**src/rtl/shift_exec_stage.sv**
```systemverilog
// shift_exec_stage: two-stage shift unit (S1 operand register, OUT result register) with valid/ready handshakes
// Defining SHIFT_ROT_EN adds ROL/ROR as a two-pass P0/P1 sequence held in S1.
module shifter #(
  parameter int WIDTH = 32,
  parameter int SW = $clog2(WIDTH)
) (
  input  logic [WIDTH-1:0] val,
  input  logic [SW-1:0]    sham,
  input  logic             right,
  input  logic             arith,
  output logic [WIDTH-1:0] res
);
  logic signed [WIDTH-1:0] sra;
  assign sra = $signed(val) >>> sham;
  assign res = right ? (arith ? sra : val >> sham) : val << sham;
endmodule

module shift_exec_stage #(
  parameter int WIDTH = 32,
  parameter int TAG_W = 5
) (
  input  logic                     clk,
  input  logic                     rst_n,
  input  logic                     flush,
  input  logic                     in_valid,
  output logic                     in_ready,
  input  logic [2:0]               in_op,
  input  logic [WIDTH-1:0]         in_val,
  input  logic [$clog2(WIDTH)-1:0] in_sham,
  input  logic [TAG_W-1:0]         in_tag,
  output logic                     out_valid,
  input  logic                     out_ready,
  output logic [WIDTH-1:0]         out_data,
  output logic [TAG_W-1:0]         out_tag
);
  localparam int SW = $clog2(WIDTH);
  logic [2:0] op_q, op_d;
  logic [WIDTH-1:0] val_q, val_d, data_q, data_d, sh_res, res;
  logic [SW-1:0] sham_q, sham_d, sh_sham;
  logic [TAG_W-1:0] tag_q, tag_d, otag_q, otag_d;
  logic s1_valid_q, s1_valid_d, out_valid_q, out_valid_d;
  logic done, right, arith, out_adv, s1_moves, accept;
  assign out_adv = !out_valid_q || out_ready;
  assign s1_moves = s1_valid_q && out_adv && done;
  assign in_ready = rst_n && !flush && (!s1_valid_q || s1_moves);
  assign accept = in_valid && in_ready;
`ifdef SHIFT_ROT_EN
  localparam logic P0 = 1'b0;
  localparam logic P1 = 1'b1;
  logic phase_q, phase_d, rot;
  logic [WIDTH-1:0] part_q, part_d;
  assign rot = op_q[2] && !op_q[1];
  assign done = !rot || phase_q == P1;
  // P1 shifts the opposite way by (WIDTH - sham) mod WIDTH, which is -sham in SW bits
  assign right = rot ? op_q[0] ^ phase_q : !op_q[2] && op_q[0];
  assign arith = op_q == 3'b011;
  assign sh_sham = phase_q == P1 ? -sham_q : sham_q;
  assign res = phase_q == P1 ? sh_res | part_q : sh_res;
  always_comb begin
    phase_d = (flush || !s1_valid_q) ? P0 : (rot && phase_q == P0) ? P1 : s1_moves ? P0 : phase_q;
    part_d = (s1_valid_q && rot && phase_q == P0) ? sh_res : part_q;
  end
  always_ff @(posedge clk) begin
    phase_q <= rst_n ? phase_d : P0;
    part_q <= rst_n ? part_d : '0;
  end
`else
  logic unused_op2;
  assign unused_op2 = op_q[2];
  assign done = 1'b1;
  assign right = op_q[0];
  assign arith = op_q[1:0] == 2'b11;
  assign sh_sham = sham_q;
  assign res = sh_res;
`endif
  shifter #(.WIDTH(WIDTH)) u_shifter (
    .val(val_q), .sham(sh_sham), .right(right), .arith(arith), .res(sh_res)
  );
  always_comb begin
    op_d = accept ? in_op : op_q;
    val_d = accept ? in_val : val_q;
    sham_d = accept ? in_sham : sham_q;
    tag_d = accept ? in_tag : tag_q;
    s1_valid_d = !flush && (accept || (s1_valid_q && !s1_moves));
    out_valid_d = !flush && (out_adv ? s1_moves : out_valid_q);
    data_d = s1_moves ? res : data_q;
    otag_d = s1_moves ? tag_q : otag_q;
  end
  always_ff @(posedge clk) begin
    if (!rst_n) begin
      op_q <= '0;
      val_q <= '0;
      sham_q <= '0;
      tag_q <= '0;
      s1_valid_q <= 1'b0;
      out_valid_q <= 1'b0;
      data_q <= '0;
      otag_q <= '0;
    end else begin
      op_q <= op_d;
      val_q <= val_d;
      sham_q <= sham_d;
      tag_q <= tag_d;
      s1_valid_q <= s1_valid_d;
      out_valid_q <= out_valid_d;
      data_q <= data_d;
      otag_q <= otag_d;
    end
  end
  assign out_valid = out_valid_q;
  assign out_data = data_q;
  assign out_tag = otag_q;
endmodule

```
**config.mk**
```make
export PLATFORM = sky130hd
export DESIGN_NAME = shift_exec_stage
export DESIGN_NICKNAME = d
export VERILOG_FILES = /design/src/rtl/shift_exec_stage.sv
export SDC_FILE = /design/constraint.sdc
export NUM_CORES = 1
export LEC_CHECK = 0
export CAP_MARGIN = 30
export CORE_MARGIN = 2
export CORE_UTILIZATION = 40
export DETAILED_ROUTE_END_ITERATION = 12
export GPL_TIMING_DRIVEN = 0
export HOLD_SLACK_MARGIN = 0.15
export PLACE_DENSITY_LB_ADDON = 0.25
export SLEW_MARGIN = 40
export SYNTH_ARGS = -nofsm -noshare
export SYNTH_HDL_FRONTEND = slang
export SYNTH_SLANG_ARGS = --single-unit
```
**constraint.sdc**
```tcl
create_clock -name clk -period 3.7 [get_ports clk]
set_input_delay 0.74 -clock clk [delete_from_list [all_inputs] [get_ports clk]]
set_output_delay 0.74 -clock clk [all_outputs]
set_load 0.005 [all_outputs]
```
==> impl_metrics.csv, run 1 <==
group,metric,value,unit
yosys,syn_area,7460,um2
cts,clock_sink_count,83,
critical_path,r2r_cells,7,
pwr,p_leak,2.87,nW
yosys,synth-edff-count,0,
yosys,ys_ff_latch,83,
grt,grt_pass1_wl,55400,um
grt,gr-usage-met2,58.3,%
grt,grt_use_met1,51.0,%
grt,overflow,0,
yosys,avgSynthCellArea,8.39,um2
worst_hold_path,hold_path.class,"reg -> reg",
critical_path,worstPathCellList,"buf_2 > buf_1 > clkbuf_1 > clkbuf_1 > nor3_1 > a221oi_1 > a21oi_1",
routing,drt_iter0_markers,1215,
critical_path,cp.required,3.92,ns
die,die_height,141,um
pwr,irDropWorstVdd,278,uV
yosys,synth-warning-count,0,
critical_path,critPathMaxFanout,10,
critical_path,critical_path_class,"reg -> reg",
timing,period_needed,3.46,ns
placement,gp_congestion,1.04,
yosys,synth_nets,939,
cts,postCtsHoldBufs,0,
grt,antenna_found_initial,0,
critical_path,startpoint_type,"flip-flop",
routing,post_drt_wl_per_cell,31.2,um
worst_hold_path,whs_path_depth,2,
grt,grt.busiest_layer,"met2",
yosys,seq_area_frac_synth,22.3,%
placement,placedCellCount,1204,
critical_path,r2r-end,"out_data[10]",
pwr,powerDensity,279,nW/um2
timing,hold_viol,0,
grt,grt_max_degree,19,
finish,nets,1037,
cts,cts_max_path_buffers,2,
finish,drive_gt1_share,16.3,%
grt,grtUsageTotal,38.6,%
critical_path,reg2reg_slack,0.24,ns
routing,via_per_inst,6.73,
die,die_area,19800,um2
die,core,18100,um2
cts,clock_latency,0.37,ns
placement,detailed_place_hpwl,29100,um
timing,post-route-period-util,93.5,%
cts,clkTransAtPathRegs,0.08,ns
worst_hold_path,min_to,"out_tag[4]",
routing,detail_route.drc_violations,0,
finish,utilization,49.2,%
routing,vias,8227,
timing,slew_headroom,39.3,%
cts,h-tree-depth,3,
timing,fmax,289,MHz
finish,syn2layout_area_growth,19.8,%
cts,cts_tree,"yes",
routing,firstDrtPassIters,5,
critical_path,crit_path_frequent_cell,"clkbuf_1",
outcome,outcome,"complete, no violations",
critical_path,end_kind,"flip-flop",
timing,rsz0062_at_grt,"no",
timing,slew_viol_final,0,
finish,fin_cells,1223,
timing,setup_violations,0,
cts,cts-resized-gates,0,
worst_hold_path,hold_start,"tag_q[4]",
critical_path,cp.arrival,3.68,ns
cts,cts_root_buf,"clkbuf_16",
yosys,async_flop_share,0,%
timing,worstMarginPinSlew,0.910,ns
die,io_pins,89,
die,die_x,141,um
cts,cts_setup_buffers,0,
die,fp-row-count,49,
yosys,synthFlopType,"dfxtp_1",
critical_path,r2r-start,"sh_sham[2]",
routing,totalWireLength,38100,um
flow_run,maxCapViolations,0,
timing,tns,0,ns
critical_path,slowest_stage,"buf_1",
critical_path,max_stage_delay,0.60,ns
grt,grt_pass1_vias,7746,
timing,finalClockSkew,0.00766,ns
finish,final_design_area_no_fill,8930,um2
grt,met3_usage,12.5,%
routing,antenna_left,0,
placement,postPlaceCellArea,8620,um2
placement,io_buffers,86,
cts,cts_buffers,9,
yosys,yosysUniqueCellTypes,70,
die,start_util,41.1,%
yosys,syn-instance-count,889,
==> Yosys cell counts, types with 3 or more instances <==
library cell | instances | area share, %
a211o_1 | 5 | 0.59
a211oi_1 | 11 | 1.1
a21o_1 | 4 | 0.40
a21oi_1 | 77 | 5.2
a221oi_1 | 6 | 0.70
a222oi_1 | 4 | 0.54
a22oi_1 | 5 | 0.50
a311oi_1 | 3 | 0.35
a31oi_1 | 27 | 2.3
and2_1 | 8 | 0.67
and3_1 | 8 | 0.67
buf_1 | 11 | 0.55
buf_2 | 20 | 1.3
buf_4 | 7 | 0.70
buf_6 | 4 | 0.60
clkbuf_1 | 68 | 3.4
dfxtp_1 | 83 | 22
inv_1 | 7 | 0.35
mux2_2 | 34 | 5.1
mux2i_1 | 56 | 7.5
mux4_2 | 61 | 18
nand2_1 | 137 | 6.9
nand2b_1 | 11 | 0.92
nand3_1 | 22 | 1.5
nand4_1 | 3 | 0.25
nor2_1 | 46 | 2.3
nor2b_1 | 12 | 1.0
nor3_1 | 18 | 1.2
nor4_1 | 4 | 0.34
o211ai_1 | 13 | 1.3
o21ai_0 | 45 | 3.0
o221ai_1 | 3 | 0.35
o22ai_1 | 4 | 0.34
o311a_1 | 4 | 0.54
o311ai_0 | 4 | 0.47
o31ai_1 | 3 | 0.30
or2_2 | 7 | 0.59
or3_1 | 3 | 0.25
==> metal layers <==
metal	share of wire (%)	vias up
li1	-	3541
met5	0	-
met1	40	3993
met4	4.6	0
met3	11	108
met2	44	585
==> report_power, final <==
part / internal [W] / switching [W] / leakage [nW]
logic: 0.000233 / 0.000369 / 2.04
registers: 0.000924 / 0.0000197 / 0.675
clock network: 0.000480 / 0.000471 / 0.148
==> registers in the layout, indices dropped and copies added (netlist names) <==
signal,cells
tag_q,5
s1_valid_q,1
out_valid,1
sh_sham,5
out_data,32
val_q,32
out_tag,5
op_q,2
==> cells in the final DEF (no fill, tap or decap), drive strengths merged, types with 22 or more instances in the layout <==
cell type,n
clkdlybuf4s50,86
a31oi,27
nand3,22
mux2,35
mux4,61
dfxtp,83
mux2i,56
buf,43
nand2,137
clkbuf,78
o21ai,46
a21oi,77
nor2,46
==> cell type report <==
| class | count | area [um2] |
|---|---|---|
| inverter | 8 | 30.0 |
| fill | 1794 | 9210 |
| clock buffer | 9 | 225 |
| clock inverter | 7 | 78.8 |
| timing repair buffer | 87 | 866 |
| multi-input combinational | 687 | 5270 |
| sequential | 83 | 1660 |
| buffer | 111 | 515 |
| antenna | 2 | 5.00 |
| tap | 229 | 287 |
==> cell families (layout without fill, tap and decap cells) <==
family | count (synthesis) | in the layout | share of synthesized area [%]
compound gates | 249 | 249 | 21.8
buf+inv | 119 | 222 | 7.30
flops | 83 | 83 | 22.3
mux | 152 | 152 | 31.3
other cells | 0 | 2 | 0
simple gates | 286 | 286 | 17.3
==> critical path: cells and delay by family, from the launching register on <==
| family | cells | cell delay (ns) |
|---|---|---|
| AOI/OAI and AO/OA | 2 | 0.75 |
| buffers and inverters | 4 | 2.04 |
| DFF | 1 | 0.36 |
| and+or+nand+nor | 1 | 0.15 |
==> worst max path at each step <==
stage	from	endpoint	slack (ns)	depth (start not counted)
6_report	sh_sham[2]	out_data[10]	0.24	7
5_1_grt	sh_sham[2]	out_data[10]	0.25	7
4_1_cts	sh_sham[2]	out_data[10]	0.35	7
3_5_place_dp	sh_sham[2]	out_data[10]	0.39	7
3_3_place_gp	sh_sham[2]	out_data[10]	0.40	7
2_1_floorplan	rst_n	op_q[0]	1.53	8
==> per-stage QoR <==
stage	setup WS (ns)	total power, W	hold slack (ns)
final	0.239	0.00250	0.454
after floorplan	1.53	0.00128	0.432
after global routing	0.247	0.00257	0.468
after CTS	0.353	0.00249	0.454
after detailed placement	0.387	0.00154	0.444
after global placement	0.402	0.00154	0.441
Note: power is estimated with default switching activity, not from simulation.
==> run 2, diff against run 1 <==
--- a/config.mk
+++ b/config.mk
@@ -8,6 +8,7 @@
 export CAP_MARGIN = 30
 export CORE_MARGIN = 2
 export CORE_UTILIZATION = 40
+export CTS_CLUSTER_DIAMETER = 50
 export DETAILED_ROUTE_END_ITERATION = 12
 export GPL_TIMING_DRIVEN = 0
 export HOLD_SLACK_MARGIN = 0.15
@@ -15,4 +16,5 @@
 export SLEW_MARGIN = 40
 export SYNTH_ARGS = -nofsm -noshare
 export SYNTH_HDL_FRONTEND = slang
+export SYNTH_HIERARCHICAL = 1
 export SYNTH_SLANG_ARGS = --single-unit
==> run 2 against run 1 <==
Net effect: critical path depth increased by 3; combinational power rose by 29%; largest power group unchanged; final area is 2.0% lower; worst setup slack gained 0.27 ns; clock skew is 0.0074 ns higher; flip-flop and latch count unchanged; register-to-register slack improved by 0.27 ns.
==> impl_metrics.csv, run 2 <==
group,metric,value,unit
yosys,synth-warning-count,6,
grt,grt_pass1_wl,48100,um
pwr,clkPwrFrac,35.9,%
cts,cts_root_buf,"clkbuf_16",
timing,finalClockSkew,0.0150,ns
yosys,synthFlopType,"dfxtp_1",
cts,cts_tree,"yes",
timing,slew_headroom,48.9,%
grt,grtUsageTotal,32.8,%
finish,fin_cells,1200,
timing,rsz0062_at_grt,"no",
yosys,ys_ff_latch,83,
yosys,async_flop_share,0,%
outcome,outcome,"complete, no violations",
pwr,netSwitchingFraction,35.3,%
routing,antenna_left,0,
grt,overflow,0,
pwr,p_leak,3.04,nW
cts,cts_setup_buffers,0,
yosys,yosys.area.top_type,"dfxtp_1",
pwr,powerDensity,314,nW/um2
timing,slew_viol_final,0,
yosys,syn-instance-count,867,
placement,io_buffers,87,
critical_path,slowest_stage,"clkbuf_1",
cts,clock_latency,0.36,ns
pwr,irDropWorstVdd,225,uV
die,start_util,40.7,%
placement,postPlaceCellArea,8450,um2
die,die_area,19300,um2
critical_path,worstPathCellList,"clkbuf_1 > inv_1 > clkbuf_1 > clkbuf_1 > o21ai_0 > o21ai_0 > a21oi_1 > o21ai_0 > nand3_1 > a21boi_1",
worst_hold_path,hold_path.class,"reg -> reg",
timing,worstMarginPinSlew,0.767,ns
critical_path,end_kind,"flip-flop",
yosys,yosysTopAreaCellShare,22.8,%
yosys,yosysMostFrequentCell,"nand2_1",
die,die_x,139,um
placement,detailed_place_hpwl,24900,um
cts,cts_max_path_buffers,2,
cts,cts_buffers,9,
routing,drt_iter0_markers,935,
finish,utilization,48.9,%
finish,final_common_cell,"nand2_1",
finish,fillers,1839,
finish,multi_input_area,5090,um2
cts,clkTransAtPathRegs,0.07,ns
cts,clock_sink_count,83,
routing,totalWireLength,32000,um
placement,placedCellCount,1183,
grt,antenna_found_initial,0,
cts,cts-resized-gates,0,
yosys,seq_area_frac_synth,22.8,%
die,core,17900,um2
die,die_height,139,um
timing,setup_violations,0,
critical_path,cp.required,3.99,ns
grt,grt_pass1_vias,7326,
routing,detail_route.drc_violations,0,
finish,most-common-layout-cells,"nand2_1, nand3_1, clkdlybuf4s50_1",
critical_path,critical_path_class,"reg -> reg",
cts,h-tree-depth,3,
critical_path,critPathMaxFanout,10,
timing,fmax,313,MHz
finish,regArea,1660,um2
yosys,avgSynthCellArea,8.41,um2
routing,via_per_inst,6.58,
critical_path,cp.arrival,3.48,ns
finish,syn2layout_area_growth,20.1,%
pwr,p_sw,0.000971,W
timing,period_needed,3.19,ns
critical_path,startpoint_type,"flip-flop",
pwr,p_int,0.00178,W
flow_run,maxCapViolations,0,
timing,post-route-period-util,86.2,%
routing,post_drt_wl_per_cell,26.7,um
yosys,syn_area,7290,um2
routing,firstDrtPassIters,6,
critical_path,max_stage_delay,0.62,ns
die,io_pins,89,
finish,nets,1015,
yosys,synth-edff-count,0,
routing,vias,7896,
pwr,power_frac_seq,35.8,%
pwr,comb_power_share,28.3,%
timing,whs,0.456,ns
yosys,ys_top_cells_by_area,"dfxtp_1, mux4_2, nand3_1",
yosys,synth_nets,917,
grt,grt_max_degree,16,
die,fp-row-count,49,
yosys,synth_common_cells,"nand2_1, nand3_1, dfxtp_1, nor2_1, mux4_2",
cts,postCtsHoldBufs,0,
finish,drive_gt1_share,17.8,%
timing,tns,0,ns
placement,gp_congestion,0.992,
timing,hold_viol,0,
finish,final_design_area_no_fill,8750,um2
yosys,yosysUniqueCellTypes,65,
-- run 2: area by class of cell --
type,count,area share [%]
multi-input cells,679,58.1
flip-flops and latches,83,19.0
repair buffers,87,9.95
plain buffers,94,5.70
well taps,229,3.27
clock buffers,10,2.62
clock inverters,6,0.843
inverters,11,0.472
diodes,1,0.0286
-- run 2: per-layer routing --
| layer | track usage (%) | part of all wire, % | up-vias | wire, um |
|---|---|---|---|---|
| li1 | - | - | 3460 | - |
| met1 | 44.3 | 41 | 3826 | 13200 |
| met5 | 0 | 0 | - | 0 |
| met2 | 51.0 | 45 | 511 | 14500 |
| met3 | 6.04 | 8.9 | 99 | 2840 |
| met4 | 15.7 | 4.7 | 0 | 1510 |
-- run 2: final timing paths --
path	from	endpoint	slack, ns	cells after the start
worst min register to register	op_q[1]	op_q[1]	0.46	2
worst min-delay path	op_q[1]	op_q[1]	0.46	2
worst max-delay path	sh_sham[2]	out_data[5]	0.51	10
worst max register to register	sh_sham[2]	out_data[5]	0.51	10
-- run 2: worst max-delay path, delay by kind of cell, from the launching register on --
kind                   cells  cell delay, ns
buffers and inverters      4            1.54
AOI/OAI and AO/OA          5            1.13
DFF                        1            0.31
and+or+nand+nor            1            0.12
-- run 2: power groups by stage --
stage	sequential [W]	combinational, W	clock, W
4_1_cts	0.000982	0.000754	0.00100
6_report	0.000985	0.000779	0.000987
2_1_floorplan	0.000983	0.000471	0
3_5_place_dp	0.00100	0.000750	0
3_3_place_gp	0.00100	0.000762	0
5_1_grt	0.000990	0.000814	0.00103
-- run 2: cell families (layout without fill, tap and decap cells) --
family          count (synthesis)  in the layout  synth area share, %
flops                          83             83                 22.8
other cells                     0              1                    0
simple gates                  305            305                 19.1
compound gates                260            260                 24.5
buf+inv                       105            208                 7.41
mux                           114            114                 26.2
-- run 2: through the flow --
stage | worst slack (ns) | power, W
after floorplan | 1.51 | 0.00145
after global placement | 0.638 | 0.00176
after detailed placement | 0.631 | 0.00175
after CTS | 0.626 | 0.00274
after global routing | 0.468 | 0.00284
final | 0.509 | 0.00275
